## config.mk

```make
export PLATFORM = sky130hd
export DESIGN_NAME = instruction_fetch
export DESIGN_NICKNAME = d
export VERILOG_FILES = /design/src/rtl/instruction_fetch.sv
export SDC_FILE = /design/constraint.sdc
export NUM_CORES = 1
export LEC_CHECK = 0
export CAP_MARGIN = 10
export CORE_ASPECT_RATIO = 0.8
export CORE_MARGIN = 2
export CORE_UTILIZATION = 46
export DETAILED_ROUTE_END_ITERATION = 16
export HOLD_SLACK_MARGIN = 0.08
export MAX_ROUTING_LAYER = met4
export PLACE_DENSITY = 0.75
export SYNTH_ARGS = -nofsm -noshare
export SYNTH_HDL_FRONTEND = slang
export SYNTH_SLANG_ARGS = --single-unit
```

## constraint.sdc

```tcl
create_clock -name clk -period 2.3 [get_ports clk]
set_input_delay 0.46 -clock clk [delete_from_list [all_inputs] [get_ports clk]]
set_output_delay 0.46 -clock clk [all_outputs]
set_load 0.01 [all_outputs]
```

## src/rtl/instruction_fetch.sv

```systemverilog
// Fetch sequencer: holds the PC, reads one instruction byte over a req/ack
// handshake, pulses load_ir for one cycle, then advances the PC.
module instruction_fetch #(
  parameter int unsigned ADDR_W  = 8,
  parameter int unsigned DATA_W  = 8,
  parameter int unsigned TIMEOUT = 15
) (
  input  logic              clk,
  input  logic              reset_n,
  input  logic              fetch_req,
  input  logic              pc_load,
  input  logic [ADDR_W-1:0] pc_load_val,
  output logic              mem_rd,
  output logic [ADDR_W-1:0] mem_addr,
  input  logic              mem_ack,
  input  logic [DATA_W-1:0] mem_rdata,
  output logic [DATA_W-1:0] instruction_in,
  output logic              load_ir,
  output logic [ADDR_W-1:0] pc_out,
  output logic              busy,
  output logic              fetch_err
);

  localparam int unsigned CNT_W = 8;

  typedef enum logic [1:0] {
    S_IDLE = 2'd0,
    S_REQ  = 2'd1,
    S_LOAD = 2'd2
  } state_e;

  state_e            state_q;
  logic [ADDR_W-1:0] pc_q;
  logic [DATA_W-1:0] instr_q;
  logic [CNT_W-1:0]  cnt_q;
  logic              mem_rd_q;
  logic              load_ir_q;
  logic              busy_q;
  logic              fetch_err_q;

  // State, PC and registered outputs; the output registers track the state being entered.
  always_ff @(posedge clk or negedge reset_n) begin
    if (!reset_n) begin
      state_q     <= S_IDLE;
      pc_q        <= '0;
      instr_q     <= '0;
      cnt_q       <= '0;
      mem_rd_q    <= 1'b0;
      load_ir_q   <= 1'b0;
      busy_q      <= 1'b0;
      fetch_err_q <= 1'b0;
    end else begin
      load_ir_q   <= 1'b0;
      fetch_err_q <= 1'b0;
      case (state_q)
        S_IDLE: begin
          if (pc_load) begin
            pc_q <= pc_load_val;
          end else if (fetch_req) begin
            state_q  <= S_REQ;
            cnt_q    <= '0;
            mem_rd_q <= 1'b1;
            busy_q   <= 1'b1;
          end
        end
        S_REQ: begin
          // An ack on the last allowed REQ cycle still wins over the timeout.
          if (mem_ack) begin
            instr_q   <= mem_rdata;
            state_q   <= S_LOAD;
            mem_rd_q  <= 1'b0;
            load_ir_q <= 1'b1;
          end else if (cnt_q == CNT_W'(TIMEOUT - 1)) begin
            state_q     <= S_IDLE;
            mem_rd_q    <= 1'b0;
            busy_q      <= 1'b0;
            fetch_err_q <= 1'b1;
          end else begin
            cnt_q <= cnt_q + CNT_W'(1);
          end
        end
        S_LOAD: begin
          pc_q    <= pc_q + ADDR_W'(1);
          state_q <= S_IDLE;
          busy_q  <= 1'b0;
        end
        default: begin
          state_q  <= S_IDLE;
          mem_rd_q <= 1'b0;
          busy_q   <= 1'b0;
        end
      endcase
    end
  end

  assign mem_rd         = mem_rd_q;
  assign mem_addr       = pc_q;
  assign pc_out         = pc_q;
  assign instruction_in = instr_q;
  assign load_ir        = load_ir_q;
  assign busy           = busy_q;
  assign fetch_err      = fetch_err_q;

endmodule

```

# --- Word level (Yosys, flattened, before mapping) ---
# Cells that the tools add are included.
op_classes:
  n_addsub: 2
  bitwise: 1
  eq_ne: 10
  reduce_logical: 9
  n_mux: 24
op_table:
  columns: ["operator", "n"]
  rows:
  - ["$mux 8", 5]
  - ["$pmux 8 s2", 2]
  - ["$add 8x1->8 const B", 2]
  - ["$ne 2x2->1 const B", 6]
  - ["$mux 1", 10]
  - ["$eq 8x4->1 const B", 1]
  - ["$mux 2", 4]
  - ["$reduce_and 4->1", 2]
  - ["$reduce_and 5->1", 1]
  - ["$pmux 2 s2", 1]
  - ["$reduce_and 2->1", 2]
  - ["$reduce_bool 2->1", 2]
  - ["$ne 3x3->1 const B", 1]
  - ["$pmux 1 s3", 1]
  - ["$reduce_and 3->1", 1]
  - ["$eq 2x1->1 const B", 1]
  - ["$eq 2x2->1 const B", 1]
  - ["$logic_not 2->1", 1]
  - ["$pmux 1 s2", 1]
  - ["$not 1->1", 1]
totals:
  regBits: 30
  out_inout_bits: 28

# --- Logic depth before layout (Yosys ltp) ---
depth:
  ltp_word: 4
  mapped_depth: 7
  mapped_depth_nobuf: 7

# --- Least setup slack after synthesis ---
# OpenSTA, ideal clock, no wires.
synth_timing:
  kind: "register -> register"
  startpoint: "register cnt_q[0]"
  endpoint: "register cnt_q[3]"
  period_less_slack_ps: 1862
  required_time_ps: 2176
  setup_slack_ps: 438
  stages_incl_launch_ff: 7
  arrival_time_ps: 1738
  n_path_buf: 0
  setup_ps: 124
  path_cell_list: "dfrtp_1 > inv_1 > ha_1 > or4b_4 > o21a_1 > and3_1 > a211o_1"
synth_between:
  elab_chain_len: 4
synth_rtl:
  columns: ["item", "line", "text"]
  rows:
  - ["start, declared", "35", "logic [CNT_W-1:0] cnt_q;"]
  - ["start signal, assigned", "79", "cnt_q <= cnt_q + CNT_W'(1);"]
  - ["$add 8x1->8", "79", null]
  - ["$mux 8", "73", "end else if (cnt_q == CNT_W'(TIMEOUT - 1)) begin"]
  - ["$mux 8", "68", "if (mem_ack) begin"]
  - ["$pmux 8 s2", "55", "case (state_q)"]
# Parallel ways exist; a longest one is shown, timed or not. The select of a mux whose other input is x is not followed.
# A chain may end at the register's enable or synchronous reset.

# --- Final worst setup path ---
layout_timing:
  startpoint: "register cnt_q[0]"
  endpoint: "register cnt_q[7]"
# The elaborated chain is that of the path after synthesis.

==> results by group <==
Worst hold path
  – WHS Path Cells: 1
  – Hold wc startpoint: state_q[0]
  – Hold Path Sink: mem_rd
  – Worst Hold Class: reg2reg

Floorplanning
  – Core area: 3400 um^2
  – Die area: 4000 um^2
  – Die Ht: 57.0 um
  – Die span in x: 70.2 um
  – Row count: 19
  – IO Pins: 49
  – Initial Utilization: 0.474

Final layout
  – NumNets Final: 225
  – Finished Cell Area: 2230 um^2
  – Area delta synth->final: 38.5%
  – ANT cells: 0
  – Fin cells: 244
  – Ratio of cells with drive above 1 in the final layout: 0.129

CTS
  – Clock buffer depth: 2
  – H-Tree Level Count: 2
  – Worst-path clk slew: 0.06 ns
  – Number of setup buffers added after CTS: 0
  – Post-cts sizing count: 0
  – Clk Latency, worst-skew pair: 0.28 ns
  – CTS Sinks: 30
  – Clock tree from TritonCTS: yes
  – Hold Buf Count CTS: 0
  – Number of CTS-inserted buffers: 5
  – Root buffer cell: clkbuf_8

Global routing
  – Overall routing resource usage: 0.203
  – Initial antenna violation count: 0
  – Largest net degree at the start of global routing: 31
  – First-pass GRT wire length: 6.10 mm
  – Grt total ovfl: 0
  – Vias in the first global route: 1270

Power
  – PD cells: 974 nW/um^2
  – VDD IR max: 0.652 mV
  – P_leak: 0.957 nW
  – Overall Power: 0.00217 W

Detailed routing
  – DR WL/cell: 14.7 um
  – Drt pass-1 iters: 4
  – Final ANT Viol Nets: 0
  – Final WL: 3.58 mm
  – Initial drt markers: 62
  – Via/cell ratio: 5.63
  – Residual DRC count: 0
  – DR vias: 1373

Yosys
  – Yosys top cell by area: dfrtp_1
  – Prevailing post-synth register cell: dfrtp_1
  – Synth unique cells: 43
  – Post-Syn Area: 1610 um^2
  – Ranking of synthesized cells by area: dfrtp_1 47%, mux2_2 5.6%, a21oi_1 3.7%
  – Cell with the most instances after synthesis: dfrtp_1
  – Avg Inst Size Synth: 10.3 um^2
  – Ys async rst share: 1.00
  – Seq/Total Area, Yosys: 0.465
  – Post-synth EDFFs: 0
  – Syn Inst Count: 156
  – Ys Warns: 0
  – Synthesis-stage register bit count: 30
  – Post-synth top cells: 30 x dfrtp_1, 12 x a21oi_1, 8 x buf_4, 8 x mux2_2, 8 x nor2_1
  – Syn nets: 180
  – Synth top area share: 0.465

Critical path
  – CP Max Fanout: 7
  – CP Cell Sequence: inv_1 -> ha_1 -> or4b_4 -> o21a_1 -> and3_1 -> a211o_1
  – Reg2Reg Depth: 6
  – Critical path launch point type: register
  – Worst path max stage delay: 0.50 ns
  – Reg-to-reg endpoint: cnt_q[7]
  – R2r setup slk: 0.29 ns
  – WP data required: 2.46 ns
  – Slowest stage cell, crit path: or4b_4
  – CP Buf/Inv Count: 1
  – Top Family by Delay on Critical Path: simple AND/OR/NAND/NOR gates
  – Worst Setup End Kind: register
  – Reg-to-reg startpoint: cnt_q[0]
  – CP Class: reg2reg
  – WP data arrival: 2.18 ns

STA
  – Least-Margin Pin Slew: 0.416 ns
  – Clk_skew: 0.00193 ns
  – Post-route clock period utilization: 0.875
  – Period minus WS final: 2.01 ns
  – Pins Over Slew Limit: 0
  – Final hold violations: 0
  – Final setup TNS: 0 ns
  – Final setup violation count: 0
  – F_max: 497 MHz
  – Slew margin rel.: 0.723
  – RSZ-0062 raised after global routing: no

Flow run
  – Max-Cap Viols: 0

Placed design
  – Placed inst area: 2090 um^2
  – DP Cell Count: 236
  – Hpwl dp: 2.61 mm
  – GP Congestion: 0.895
  – I/O Buffers: 48

Status
  – Run status: complete, no violations
## cell families after synthesis
family / Yosys count / share of synthesized area
AOI/OAI and AO/OA: 39 / 0.177
adders and majority gates: 3 / 0.0233
buffers and inverters: 21 / 0.0690
DFF: 30 / 0.465
muxes: 10 / 0.0683
and+or+nand+nor: 53 / 0.197
## routing by layer
metal / track usage / vias up / part of all wire
met2: 0.312 / 52 / 0.45
met4: 0.0659 / 0 / 0.019
met5: - / - / 0
met1: 0.268 / 647 / 0.48
met3: 0.0495 / 13 / 0.053
li1: - / 661 / -
## flip-flops by register name (all words and copies together) (netlist names)
name and cells:
state_q 2, cnt_q 8, load_ir 1, fetch_err 1
busy 1, mem_rd 1, instruction_in 8, mem_addr 8
## power by group
part | total (W) | internal, W | switching, W
registers | 0.000812 | 0.000661 | 0.000151
clock network | 0.000660 | 0.000462 | 0.000198
logic | 0.000703 | 0.000419 | 0.000284
## worst register-to-register path, stage by stage (launching register included)
cell,delay [ns]
dfrtp_1,0.44
inv_1,0.08
ha_1,0.15
or4b_4,0.50
o21a_1,0.27
and3_1,0.18
a211o_1,0.27
## worst max path at each step
stage / end / start / slack (ns) / depth (start not counted)
final: cnt_q[7] / cnt_q[0] / 0.29 / 6
after global routing: cnt_q[3] / cnt_q[0] / 0.20 / 6
after CTS: cnt_q[7] / cnt_q[0] / 0.29 / 6
after detailed placement: cnt_q[4] / mem_ack / 0.12 / 5
after global placement: cnt_q[4] / mem_ack / 0.16 / 5
after floorplan: cnt_q[3] / cnt_q[0] / 0.44 / 6
## cell usage in the layout, fill, tap and decap left out, drive strengths merged
cell type,Yosys,routed
inv,7,7
o21a,3,3
clkbuf,3,6
and3,5,5
nand4,4,4
o21bai,2,2
nand3,7,7
nor2,8,8
o311a,1,1
o21ai,5,5
nor3,6,6
mux2,8,8
nand2b,2,2
or3,1,1
o211ai,1,1
and4,1,1
nor2b,2,2
a211o,3,3
buf,11,4
nand3b,1,1
o22a,6,6
a22oi,1,1
or4,1,1
bufinv,0,2
nand2,5,5
or4b,1,1
ha,3,3
clkdlybuf4s50,0,48
a2bb2oi,1,1
nor3b,3,3
a21oi,12,12
nand4b,1,1
and3b,1,1
o2bb2ai,1,1
dfrtp,30,30
and2,4,4
a221o,1,1
mux2i,2,2
a31oi,2,2
## metrics by stage
stage,hold slack [ns],worst slack (ns),utilization
6_report,0.496,0.287,0.657
5_1_grt,0.536,0.198,0.657
4_1_cts,0.501,0.287,0.657
3_5_place_dp,0.482,0.125,0.615
3_3_place_gp,0.490,0.164,0.615
2_1_floorplan,0.164,0.438,-
## final cells by class
class,instances,area (um^2)
timing repair buffer,52,510
clock buffer,6,82.6
inverter,7,26.3
clock inverter,2,60.1
sequential,30,751
fill,272,1170
tap,42,52.6
multi-input combinational,105,751
Note: power is estimated with default switching activity, not from simulation.
